===== src/rtl/riscv_test_monitor.sv =====
// riscv_test_monitor: snoops regfile write-back to report pass/fail/timeout of a riscv-tests run,
// with captured failing test number and a saturating run-length counter.
module riscv_test_monitor #(
    parameter int DATA_W         = 32,
    parameter int ADDR_W         = 5,
    parameter int DONE_REG       = 26,
    parameter int PASS_REG       = 27,
    parameter int TESTNUM_REG    = 3,
    parameter int DONE_VALUE     = 1,
    parameter int PASS_VALUE     = 1,
    parameter int SETTLE_CYCLES  = 5,
    parameter int TIMEOUT_CYCLES = 1000,
    parameter int CNT_W          = 32
) (
    input  logic              clk,
    input  logic              rst_n,
    input  logic              en_i,
    input  logic              wb_we_i,
    input  logic [ADDR_W-1:0] wb_waddr_i,
    input  logic [DATA_W-1:0] wb_wdata_i,
    output logic              done_o,
    output logic              pass_o,
    output logic              fail_o,
    output logic              timeout_o,
    output logic [DATA_W-1:0] fail_testnum_o,
    output logic [CNT_W-1:0]  cycle_cnt_o
);
    typedef enum logic [1:0] {IDLE, RUN, SETTLE, FINISH} state_t;
    localparam int SW = $clog2(SETTLE_CYCLES + 1);
    state_t state, state_n;
    logic [DATA_W-1:0] pass_sh, pass_sh_n, tn_sh, tn_sh_n, fail_tn_n;
    logic [SW-1:0] settle, settle_n;
    logic [CNT_W-1:0] cnt_n, cnt_inc;
    logic done_n, pass_n, fail_n, to_n, wr, done_wr;
    // x0 is hardwired, so its writes never reach a shadow or the done detector
    assign wr        = wb_we_i && wb_waddr_i != '0 && state != FINISH;
    assign done_wr   = wr && wb_waddr_i == ADDR_W'(DONE_REG) && wb_wdata_i == DATA_W'(DONE_VALUE);
    assign pass_sh_n = (wr && wb_waddr_i == ADDR_W'(PASS_REG)) ? wb_wdata_i : pass_sh;
    assign tn_sh_n   = (wr && wb_waddr_i == ADDR_W'(TESTNUM_REG)) ? wb_wdata_i : tn_sh;
    assign cnt_inc   = &cycle_cnt_o ? cycle_cnt_o : cycle_cnt_o + 1'b1;
    always_comb begin
        state_n   = state;
        cnt_n     = cycle_cnt_o;
        settle_n  = settle;
        done_n    = done_o;
        pass_n    = pass_o;
        fail_n    = fail_o;
        to_n      = timeout_o;
        fail_tn_n = fail_testnum_o;
        case (state)
            IDLE: if (en_i) begin
                state_n = RUN;
                cnt_n   = '0;
            end
            RUN: begin
                cnt_n = cnt_inc;
                // a done write wins over a timeout firing on the same edge
                if (done_wr) begin
                    state_n  = SETTLE;
                    settle_n = SW'(SETTLE_CYCLES);
                end else if (64'(cnt_inc) == 64'(TIMEOUT_CYCLES)) begin
                    state_n = FINISH;
                    done_n  = 1'b1;
                    fail_n  = 1'b1;
                    to_n    = 1'b1;
                end
            end
            SETTLE: begin
                cnt_n = cnt_inc;
                if (settle == '0) begin
                    state_n = FINISH;
                    done_n  = 1'b1;
                    if (pass_sh_n == DATA_W'(PASS_VALUE)) pass_n = 1'b1;
                    else begin
                        fail_n    = 1'b1;
                        fail_tn_n = tn_sh_n;
                    end
                end else settle_n = settle - 1'b1;
            end
            default: ;
        endcase
    end
    always_ff @(posedge clk or negedge rst_n) begin
        if (!rst_n) begin
            state          <= IDLE;
            pass_sh        <= '0;
            tn_sh          <= '0;
            settle         <= '0;
            cycle_cnt_o    <= '0;
            done_o         <= 1'b0;
            pass_o         <= 1'b0;
            fail_o         <= 1'b0;
            timeout_o      <= 1'b0;
            fail_testnum_o <= '0;
        end else begin
            state          <= state_n;
            pass_sh        <= pass_sh_n;
            tn_sh          <= tn_sh_n;
            settle         <= settle_n;
            cycle_cnt_o    <= cnt_n;
            done_o         <= done_n;
            pass_o         <= pass_n;
            fail_o         <= fail_n;
            timeout_o      <= to_n;
            fail_testnum_o <= fail_tn_n;
        end
    end
endmodule


===== config.mk =====
export PLATFORM = sky130hd
export DESIGN_NAME = riscv_test_monitor
export DESIGN_NICKNAME = d
export VERILOG_FILES = /design/src/rtl/riscv_test_monitor.sv
export SDC_FILE = /design/constraint.sdc
export NUM_CORES = 1
export LEC_CHECK = 0
export CAP_MARGIN = 20
export CORE_ASPECT_RATIO = 0.75
export CORE_UTILIZATION = 53
export CTS_BUF_LIST = sky130_fd_sc_hd__clkbuf_16
export CTS_CLUSTER_DIAMETER = 120
export DETAILED_ROUTE_END_ITERATION = 16
export GPL_TIMING_DRIVEN = 0
export PLACE_DENSITY = 0.82
export SETUP_SLACK_MARGIN = 0.3
export SLEW_MARGIN = 10
export SYNTH_ARGS = -nofsm -noshare
export SYNTH_HDL_FRONTEND = slang
export SYNTH_SLANG_ARGS = --single-unit

===== constraint.sdc =====
create_clock -name clk -period 4.2 [get_ports clk]
set_clock_uncertainty 0.15 [all_clocks]
set_input_delay 0.63 -clock clk [delete_from_list [all_inputs] [get_ports clk]]
set_output_delay 0.63 -clock clk [all_outputs]
set_load 0.03 [all_outputs]

==> results.md <==
- PwrDens: 561 nW/um2
- Multi-input gate area: 3290 um2
- Yosys top cell by area: dfrtp_1
- # setup viols final: 0
- Clock tree root buffer cell: clkbuf_16
- Syn Nets: 665
- Synth top area cells: dfrtp_1 (50%), mux2_2 (16%), o21ai_0 (3.0%)
- Synth Area in XOR/XNOR: 0.506%
- CP Launch Type: register
- Layout cell share with drive strength beyond 1: 24.4%
- RSZ-0062 raised after global routing: yes
- Post-Synth Adder-Cell Area: 1.27%
- Hpwl dp: 14100 um
- # IOs: 109
- Clk slew on worst S/H paths: 0.06 ns
- Worst path required time: 4.34 ns
- PortBufs: 108
- Post-synthesis compound-gate area fraction: 10.9%
- Fillers: 880
- Max stage delay on crit path: 0.46 ns
- DRT Pass-1 Iters: 5
- Area Overhead vs Synth: 29.5%
- Horiz. Die Dim: 134 um
- Peak VDD IR: 0.000371 V
- Largest net degree at the start of global routing: 93
- Most frequent cells in the layout: dfrtp_1 (136), clkdlybuf4s50_1 (107), mux2_2 (97), nand2_1 (54), o21ai_0 (42)
- F_max: 261 MHz
- Register bit total from synthesis: 137
- Period utilisation layout: 91.1%
- Commonest non-fill, non-tap cell in the layout: dfrtp_1
- Top routing layer in use: met5
- Crit path max fanout: 8
- DRT iter0 DRCs: 484
- Number of global-route vias before repair: 5715
- Register area: 3430 um2
- Placed cells: 892
- Syn Area/Cell: 11.2 um2
- Initial antenna violation count: 0
- Top cell type's share of synthesized area: 49.6%
- Hold Crit Class: reg -> reg
- Number of antenna diodes: 0
- Status: finished clean
- Largest family of logic cells by synthesized area: multiplexers
- Cell row count: 35
- Flop2flop setup slack: 0.38 ns
- Synth Instances: 617
- Hold_ws: 0.332 ns
- Die area: 13500 um2
- Met2 WL: 8840 um
- Yosys cell types: 74
- Layout net count: 798
- Max Cap Violations: 0
- Final WL: 19700 um
- Total core area: 12500 um2
- Slew headroom: 41.7%
- CTS tree: done
- Multiplexer share of the synthesized area: 17.2%
- EDFF count, synth: 0
- Clock sink count: 137
- Wl on met1: 8880 um
- Post-Layout Cell Count: 929
- GRT overflow: 0
- DRC errors left: 0
- Total power: 5030 uW
- Worst path bufs/invs: 1
- Final Critical Period: 3.82 ns
- GP Congestion: 0.946
- Clk_lat worst skew: 0.42 ns
- Via-to-Cell Ratio: 6.22
- Antenna viol nets, final: 0
- Die height: 101 um
- Synth Area in Simple Gates: 17.2%
- Syn Std Cell Area: 6920 um2
- Ys flop type: dfrtp_1
- Slew @ Worst Pin: 0.873 ns
- First-pass GRT wire length: 31100 um
- Crit. End Element: register
- Async SR Flop Fraction: 100%
- WS Path Type: reg -> reg
- Leakage Power: 0.00391 uW
- H-tree depth: 4
- Top delay family on crit path: simple AND/OR/NAND/NOR gates
- Wire length per cell: 21.2 um
- CP Data Arrival Time: 3.97 ns
- Yosys warnings: 0
- Gr usage total: 30.9%
- Clock Path Buffers: 2
- Vias: 5774
- Critical-path cell list: ha_2 > and4_1 > buf_4 > nand2_2 > nor4_4 > mux2_2 > nor4b_1 > o2111ai_1 > or4_1 > a211oi_2 > mux2_1
- Sequential element share of the synthesized area: 49.6%
- CTS buffer count: 17
- CP max stage cell: or4_1
- Initial core utilization: 55.4%
- DR WL met3: 1650 um
- Slew Limit Fails: 0
- Endpoints failing hold: 0
through the flow:
step                area (um2)  setup WS [ns]  util, %  TNS, ns
floorplan                 6920          0.407        -        0
global placement          8210          -2.82     65.8  -398.36
detailed placement        8240         -0.555     66.0   -15.63
CTS                       8920          0.301     71.4        0
global route              8960          0.229     71.8        0
finish                    8960          0.375     71.8        0
logic make-up (layout without fill, tap and decap cells):
kind of cell | after synthesis | count (layout)
adders and majority gates | 7 | 7
buffers and inverters | 45 | 191
muxes | 106 | 106
and+or+nand+nor | 203 | 203
AOI/OAI and AO/OA | 115 | 115
DFF | 137 | 137
xor gates and xnor gates | 4 | 4
path summary, 6_finish.rpt:
path,from,end,cells past startpoint
max reg2reg,cycle_cnt_o[1]$_DFFE_PN0P_,state[1]$_DFFE_PN0P_,11
min reg2reg,fail_o$_DFFE_PN0P_,fail_o$_DFFE_PN0P_,1
min in group asynchronous,rst_n,fail_testnum_o[31]$_DFFE_PN0P_,2
max in group asynchronous,rst_n,timeout_o$_DFFE_PN0P_,3
max,cycle_cnt_o[1]$_DFFE_PN0P_,state[1]$_DFFE_PN0P_,11
min,fail_o$_DFFE_PN0P_,fail_o$_DFFE_PN0P_,1
per-layer routing:
metal | GRT usage (%) | vias up
li1 | - | 2573
met1 | 42.8 | 2914
met2 | 46.4 | 251
met3 | 8.45 | 34
met4 | 11.4 | 2
met5 | 2.22 | -
cell type report:
type	count	share of cell area, %
timing repair buffer	114	12.8
clock inverter	15	2.37
inverter	10	0.419
clock buffer	17	4.75
sequential	137	38.3
multi-input combinational	435	36.7
tap	166	2.32
buffer	35	2.29
repair_timing:
action	CTS	global route
endpoints found under the setup margin	33	32
endpoints found under the hold margin	5	0
resized for setup	8	10
hold buffers	1	0
pin swaps	2	3
buffers inserted	0	4
cloned	0	0
sequential cells by signal, indices dropped and copies added, names as in the netlist, 2 cells and up:
register	flops
tn_sh	32
cycle_cnt_o	32
fail_testnum_o	32
state	2
settle	3
pass_sh	32
cells in the mapped netlist, types with 6 or more instances:
| library cell | number |
|---|---|
| nor2_1 | 23 |
| nand2_1 | 54 |
| inv_1 | 10 |
| buf_6 | 6 |
| o31ai_1 | 9 |
| dfrtp_1 | 137 |
| mux2_2 | 97 |
| a31oi_1 | 8 |
| nand4_1 | 20 |
| nor3_1 | 11 |
| or4_1 | 6 |
| and3_1 | 8 |
| nand3_1 | 19 |
| nor4_1 | 14 |
| clkbuf_1 | 21 |
| a21oi_1 | 19 |
| ha_1 | 7 |
| mux2i_1 | 6 |
| o21ai_0 | 42 |
power by group:
part / switching [uW] / internal [uW]
registers: 142 / 1600
logic: 1050 / 617
clock network: 610 / 1010
worst register-to-register path, stage by stage, from the launching register on:
cell and delay [ns]:
dfrtp_1 0.44, ha_2 0.31, and4_1 0.21, buf_4 0.17, nand2_2 0.13, nor4_4 0.32
mux2_2 0.38, nor4b_1 0.29, o2111ai_1 0.19, or4_1 0.46, a211oi_2 0.29, mux2_1 0.36
(Power assumes the default switching activity.)
